==> config.mk <==
export PLATFORM = sky130hd
export DESIGN_NAME = frame_bist
export DESIGN_NICKNAME = d
export VERILOG_FILES = /design/src/rtl/frame_bist_pkg.sv /design/src/rtl/frame_bist_misr.sv /design/src/rtl/frame_bist.sv
export SDC_FILE = /design/constraint.sdc
export NUM_CORES = 1
export LEC_CHECK = 0
export BUFFER_PORTS_ARGS = -buffer_cell sky130_fd_sc_hd__buf_4
export CAP_MARGIN = 40
export CORE_AREA = 3 3 129 100
export DETAILED_ROUTE_END_ITERATION = 10
export DIE_AREA = 0 0 132 103
export PLACE_DENSITY = 0.88
export SYNTH_ARGS = -nofsm -noshare
export SYNTH_HDL_FRONTEND = slang
export SYNTH_SLANG_ARGS = --single-unit
export TNS_END_PERCENT = 50
==> constraint.sdc <==
create_clock -name clk -period 3.86 [get_ports clk]
set_clock_uncertainty 0.05 [all_clocks]
set_input_delay 0.579 -clock clk [delete_from_list [all_inputs] [get_ports clk]]
set_output_delay 0.579 -clock clk [all_outputs]
set_load 0.1 [all_outputs]
==> src/rtl/frame_bist_pkg.sv <==
// rtl/frame_bist_pkg.sv - shared types, polynomials and LFSR step for the frame BIST.
package frame_bist_pkg;

    typedef enum logic [1:0] {
        IDLE = 2'd0,
        FEED = 2'd1,
        DONE = 2'd2
    } bist_state_t;

    localparam logic [31:0] LFSR_POLY = 32'h80200003;
    localparam logic [31:0] MISR_POLY = 32'h04C11DB7;
    localparam logic [31:0] MISR_INIT = 32'hFFFFFFFF;

    // Galois form: shift right, fold the polynomial in when the bit shifted out was set.
    function automatic logic [31:0] lfsr_step(input logic [31:0] v);
        return (v >> 1) ^ (v[0] ? LFSR_POLY : 32'h0);
    endfunction

endpackage

==> src/rtl/frame_bist_misr.sv <==
// rtl/frame_bist_misr.sv - 32-bit MISR compressing a PIXEL_W-wide stream, with load and enable.
module frame_bist_misr
    import frame_bist_pkg::*;
#(
    parameter int PIXEL_W = 8
) (
    input  logic               clk,
    input  logic               reset,
    input  logic               load_i,
    input  logic               en_i,
    input  logic [PIXEL_W-1:0] data_i,
    output logic [31:0]        sig_o,
    output logic [31:0]        sig_next_o
);

    logic [31:0] sig_q;
    logic [31:0] sig_d;
    logic [31:0] data_ext;

    always_comb begin
        data_ext                = '0;
        data_ext[PIXEL_W-1:0]   = data_i;
        sig_d                   = sig_q;
        if (load_i) begin
            sig_d = MISR_INIT;
        end else if (en_i) begin
            sig_d = ({sig_q[30:0], 1'b0} ^ (sig_q[31] ? MISR_POLY : 32'h0)) ^ data_ext;
        end
    end

    always_ff @(posedge clk) begin
        if (reset) begin
            sig_q <= '0;
        end else begin
            sig_q <= sig_d;
        end
    end

    assign sig_o      = sig_q;
    assign sig_next_o = sig_d;

endmodule

==> src/rtl/frame_bist.sv <==
// rtl/frame_bist.sv - LFSR frame generator, MISR capture and sync/timeout checker for streaming filters.
// Optional FRAME_BIST_ERR_INJECT_EN adds err_inject, flipping bit 0 of the next driven pixel.
module frame_bist
    import frame_bist_pkg::*;
#(
    parameter int IMAGE_WIDTH  = 128,
    parameter int IMAGE_HEIGHT = 128,
    parameter int PIXEL_W      = 8,
    parameter int NUM_FRAMES   = 2,
    parameter int TIMEOUT      = 1024
) (
    input  logic               clk,
    input  logic               reset,
`ifdef FRAME_BIST_ERR_INJECT_EN
    input  logic               err_inject,
`endif
    input  logic               start,
    input  logic [31:0]        seed,
    input  logic [31:0]        golden_sig,
    output logic               io_frame_sync_in,
    output logic [PIXEL_W-1:0] io_data_in,
    input  logic               io_frame_sync_out,
    input  logic [PIXEL_W-1:0] io_data_out,
    output logic               busy,
    output logic               done,
    output logic               pass,
    output logic               timeout,
    output logic               sync_err,
    output logic [31:0]        signature
);

    localparam int IMAGE_SIZE = IMAGE_WIDTH * IMAGE_HEIGHT;
    localparam int TOTAL      = NUM_FRAMES * IMAGE_SIZE;
    localparam int IN_W       = (IMAGE_SIZE > 1) ? $clog2(IMAGE_SIZE) : 1;
    localparam int OUT_W      = $clog2(TOTAL + 1);
    localparam int TMO_W      = $clog2(TIMEOUT + 1);

    bist_state_t        state_q;
    logic [31:0]        lfsr_q;
    logic [IN_W-1:0]    in_idx_q;
    logic [IN_W-1:0]    out_pix_q;
    logic [OUT_W-1:0]   out_idx_q;
    logic [TMO_W-1:0]   tmo_cnt_q;
    logic               capturing_q;
    logic               io_frame_sync_in_q;
    logic [PIXEL_W-1:0] io_data_in_q;
    logic               busy_q;
    logic               done_q;
    logic               pass_q;
    logic               timeout_q;
    logic               sync_err_q;

    logic               start_accept;
    logic               cap_fire;
    logic               sync_viol;
    logic               last_pixel;
    logic [PIXEL_W-1:0] inj_mask;
    logic [31:0]        sig_now;
    logic [31:0]        sig_next;

    always_comb begin
        inj_mask = '0;
`ifdef FRAME_BIST_ERR_INJECT_EN
        inj_mask[0] = err_inject;
`endif
    end

    // Capture begins on the first output sync seen in FEED and then runs every cycle.
    assign start_accept = start && (state_q != FEED);
    assign cap_fire     = (state_q == FEED) && (capturing_q || io_frame_sync_out);
    assign sync_viol    = io_frame_sync_out != (out_pix_q == '0);
    assign last_pixel   = out_idx_q == OUT_W'(TOTAL - 1);

    frame_bist_misr #(
        .PIXEL_W (PIXEL_W)
    ) u_misr (
        .clk        (clk),
        .reset      (reset),
        .load_i     (start_accept),
        .en_i       (cap_fire),
        .data_i     (io_data_out),
        .sig_o      (sig_now),
        .sig_next_o (sig_next)
    );

    always_ff @(posedge clk) begin
        if (reset) begin
            state_q            <= IDLE;
            lfsr_q             <= '0;
            in_idx_q           <= '0;
            out_pix_q          <= '0;
            out_idx_q          <= '0;
            tmo_cnt_q          <= '0;
            capturing_q        <= 1'b0;
            io_frame_sync_in_q <= 1'b0;
            io_data_in_q       <= '0;
            busy_q             <= 1'b0;
            done_q             <= 1'b0;
            pass_q             <= 1'b0;
            timeout_q          <= 1'b0;
            sync_err_q         <= 1'b0;
        end else begin
            case (state_q)
                IDLE, DONE: begin
                    io_frame_sync_in_q <= 1'b0;
                    if (start) begin
                        state_q     <= FEED;
                        lfsr_q      <= (seed == 32'h0) ? 32'h1 : seed;
                        in_idx_q    <= '0;
                        out_pix_q   <= '0;
                        out_idx_q   <= '0;
                        tmo_cnt_q   <= '0;
                        capturing_q <= 1'b0;
                        busy_q      <= 1'b1;
                        done_q      <= 1'b0;
                        pass_q      <= 1'b0;
                        timeout_q   <= 1'b0;
                        sync_err_q  <= 1'b0;
                    end
                end
                FEED: begin
                    io_data_in_q       <= lfsr_q[PIXEL_W-1:0] ^ inj_mask;
                    io_frame_sync_in_q <= (in_idx_q == '0);
                    lfsr_q             <= lfsr_step(lfsr_q);
                    in_idx_q           <= (in_idx_q == IN_W'(IMAGE_SIZE - 1)) ? '0 : in_idx_q + IN_W'(1);
                    if (cap_fire) begin
                        capturing_q <= 1'b1;
                        out_idx_q   <= out_idx_q + OUT_W'(1);
                        out_pix_q   <= (out_pix_q == IN_W'(IMAGE_SIZE - 1)) ? '0 : out_pix_q + IN_W'(1);
                        if (sync_viol) begin
                            sync_err_q <= 1'b1;
                        end
                        if (last_pixel) begin
                            state_q <= DONE;
                            busy_q  <= 1'b0;
                            done_q  <= 1'b1;
                            pass_q  <= (sig_next == golden_sig) && !(sync_err_q || sync_viol) && !timeout_q;
                        end
                    end else if (tmo_cnt_q == TMO_W'(TIMEOUT - 1)) begin
                        state_q   <= DONE;
                        busy_q    <= 1'b0;
                        done_q    <= 1'b1;
                        pass_q    <= 1'b0;
                        timeout_q <= 1'b1;
                    end else begin
                        tmo_cnt_q <= tmo_cnt_q + TMO_W'(1);
                    end
                end
                default: begin
                    state_q <= IDLE;
                end
            endcase
        end
    end

    assign io_frame_sync_in = io_frame_sync_in_q;
    assign io_data_in       = io_data_in_q;
    assign busy             = busy_q;
    assign done             = done_q;
    assign pass             = pass_q;
    assign timeout          = timeout_q;
    assign sync_err         = sync_err_q;
    assign signature        = sig_now;

endmodule

==> flow_metrics.py <==
metrics = {
    "clock_network": {
        "cts_hold_buf": 0,
        "tritoncts": "yes",
        "cts_htree_levels": 4,
        "path_clk_slew_ns": 0.05,
        "cts_resized": 0,
        "numCtsBuffers": 17,
        "post-cts-setup-buffers": 0,
        "cts.sinks": 136,
        "insertion_delay_ns": 0.41,
        "root_buffer": "clkbuf_16",
        "cts_buffer_depth": 2,
    },
    "placement": {
        "dp_slack_ns": 0.952,
        "portBuffers": 121,
        "dp_hpwl_um": 13900,
        "routabilityCongestion": 0.966,
    },
    "finish": {
        "final-seq-area_mm2": 0.00272,
        "fill_cells": 865,
        "syn2layout_area_growth_pct": 19.9,
        "multi_input_area_mm2": 0.00402,
        "layout.nets": 1079,
        "drive_gt1_share_pct": 18.1,
        "final_cell_mix": "dfxtp_1, buf_4, nand2_1",
        "final_common_cell": "dfxtp_1",
        "diodes": 0,
    },
    "floorplan": {
        "initial_utilization_pct": 61.4,
        "rows": 34,
        "ios": 122,
        "dieArea_mm2": 0.0136,
        "core_area_mm2": 0.0116,
        "die_y_um": 103,
        "fp.dieW_um": 132,
    },
    "routing": {
        "drt-total-wl_um": 20300,
        "routedWlPerCell_um": 17.3,
        "via_per_inst": 6.28,
        "drt_pass1_iterations": 6,
        "initialDrtViolationCount": 882,
        "ant_nets": 0,
        "route.vias.total": 7366,
        "route.detailed.drc": 0,
    },
    "grt": {
        "grt_antenna_before_repair": 0,
        "met1_usage_pct": 40.4,
        "top_usage_layer": "met2",
        "overflow": 0,
        "gr-usage-all-layers_pct": 29.2,
        "grt_max_degree": 77,
        "grt_pass1_wl_um": 33000,
        "first_global_vias": 6667,
        "met2_usage_pct": 45.9,
        "use_met3_pct": 6.29,
    },
    "synth": {
        "syn_area_mm2": 0.00713,
        "synth-edff-count": 0,
        "synthMuxAreaShare_pct": 1.30,
        "syn_avg_cell_area_um2": 7.86,
        "synth_top_family_by_area": "simple AND/OR/NAND/NOR gates",
        "ys_seq_area_share_pct": 38.2,
        "synth_simple_gate_area_share_pct": 27.8,
        "synthArstFlopShare_pct": 0,
        "ys_warn_count": 0,
        "ys_types": 83,
        "synthCells": 907,
        "synth_adder_area_share_pct": 1.05,
        "synth_flop_cell": "dfxtp_1",
        "synth-xor-area-share_pct": 5.07,
        "synth_seq_cells": 136,
        "synth_compound_area_share_pct": 21.1,
        "synth_fp_nets": 989,
    },
    "timing": {
        "setup_violations": 0,
        "drv_slew": 0,
        "slew_headroom_pct": 42.9,
        "finalHoldViolCount": 0,
        "rsz0062_at_grt": "false",
        "period_needed_ns": 2.96,
        "worst_pin_slew_ns": 0.854,
        "post-route-period-util_pct": 76.6,
        "tns_ns": 0,
        "setup_slack_ns": 0.902,
        "max_freq_mhz": 338,
    },
    "critical_path": {
        "critPathArrivalTime_ns": 3.25,
        "cp-end-kind": "register",
        "reg2reg_from": "state_q[0]",
        "startpoint": "state_q[0]",
        "r2r_slack_ns": 0.90,
        "worstSetupPathType": "register to register",
        "critPathCapture": "pass",
        "cp-start-kind": "register",
        "reg2reg_depth": 7,
        "rr_endpoint": "pass",
        "required_ns": 4.15,
        "path_max_fanout": 44,
    },
    "min_path": {
        "hp-class": "primary input to register",
    },
    "power": {
        "ir_worst_vdd_uv": 361,
        "pwr_density_cell_mw_per_mm2": 478,
        "p_leak_nw": 3.28,
    },
    "outcome": {
        "status": "finished clean",
    },
    "flow_run": {
        "maxCapViolCount": 0,
    },
}
## per-layer routing
metal	routed length, um	up-vias
li1	-	3467
met1	8710	3366
met2	8980	465
met3	2100	68
met4	469	0
met5	0	-
## cells in the mapped netlist (3+ instances only)
master	n	area share (%)
dfxtp_1	136	38
buf_1	8	0.42
and3_1	9	0.79
and4_1	3	0.37
buf_6	6	0.95
nor4_1	23	2.0
a211oi_1	8	0.84
o22ai_1	24	2.1
o21a_1	5	0.53
xnor2_1	22	2.7
a31oi_1	16	1.4
inv_1	21	1.1
buf_2	11	0.77
nand3_1	42	2.9
nand3b_1	7	0.74
nor2_1	104	5.5
o221ai_1	4	0.49
nand4_1	17	1.5
mux2i_1	7	0.98
o21ai_0	42	2.9
and2_1	3	0.26
nor3b_1	6	0.63
or3_1	5	0.44
nand2b_1	10	0.88
ha_1	6	1.1
clkbuf_1	27	1.4
a311oi_1	9	1.1
buf_4	6	0.63
xor2_1	14	1.7
o21ai_1	4	0.28
a22oi_1	6	0.63
a21oi_1	83	5.8
nor3_1	39	2.7
nand2_1	110	5.8
## registers in the layout, summed over array words and instances (netlist names), 2 cells and up
name	flops
tmo_cnt_q	11
out_idx_q	16
lfsr_q	32
u_misr.sig_o	32
in_idx_q	14
out_pix_q	14
io_data_in	8
state_q	2
## power breakdown
| part | switching (mW) | internal [mW] | total, mW |
|---|---|---|---|
| registers | 0.0870 | 1.49 | 1.58 |
| clock network | 0.587 | 0.933 | 1.52 |
| logic | 0.697 | 0.300 | 0.996 |
## critical path, stage by stage (launching register included)
cell	delay, ns
dfxtp_1	0.41
and2b_1	0.62
nand2_4	0.48
a221oi_1	0.53
nand4b_1	0.20
a32oi_1	0.30
nand4_1	0.14
o21ai_1	0.14
## kinds of logic (layout without fill, tap and decap cells)
logic type	count (synthesis)	count (layout)
AND/OR/NAND/NOR	401	401
AO/OA/AOI/OAI	237	237
flip-flops	136	136
buffers and inverters	80	183
XOR/XNOR	38	38
multiplexers	9	9
adder cells (fa/ha/maj)	6	6
## cell type report
cell class,instances,share of cell area [%]
multi-input cells,691,47.0
flip-flops and latches,136,31.8
repair buffers,130,11.4
clock buffers,24,5.63
well taps,162,2.37
inverters,21,0.921
clock inverters,8,0.834
## through the flow
stage / hold slack [ns] / cells / utilization [%] / area [um^2] / total power, mW
final: 0.406 / 1172 / 73.7 / 8550 / 4.09
after floorplan: 0.403 / 907 / - / 7130 / 2.33
after detailed placement: 0.398 / 1140 / 68.9 / 8000 / 2.58
after global placement: 0.394 / 1140 / 68.9 / 8000 / 2.56
after global routing: 0.426 / 1172 / 73.7 / 8550 / 4.23
after CTS: 0.402 / 1172 / 73.7 / 8550 / 4.08
## worst min-delay path by stage
stage | cells past startpoint | end | slack, ns | from
2_1_floorplan | 2 | state_q[1] | 0.40 | state_q[1]
3_3_place_gp | 2 | io_data_in[3] | 0.39 | io_data_in[3]
3_5_place_dp | 2 | io_data_in[4] | 0.40 | io_data_in[4]
4_1_cts | 3 | lfsr_q[1] | 0.40 | seed[1]
5_1_grt | 2 | done | 0.43 | done
6_report | 3 | lfsr_q[1] | 0.41 | seed[1]
Power figures use the tool's default switching activity.
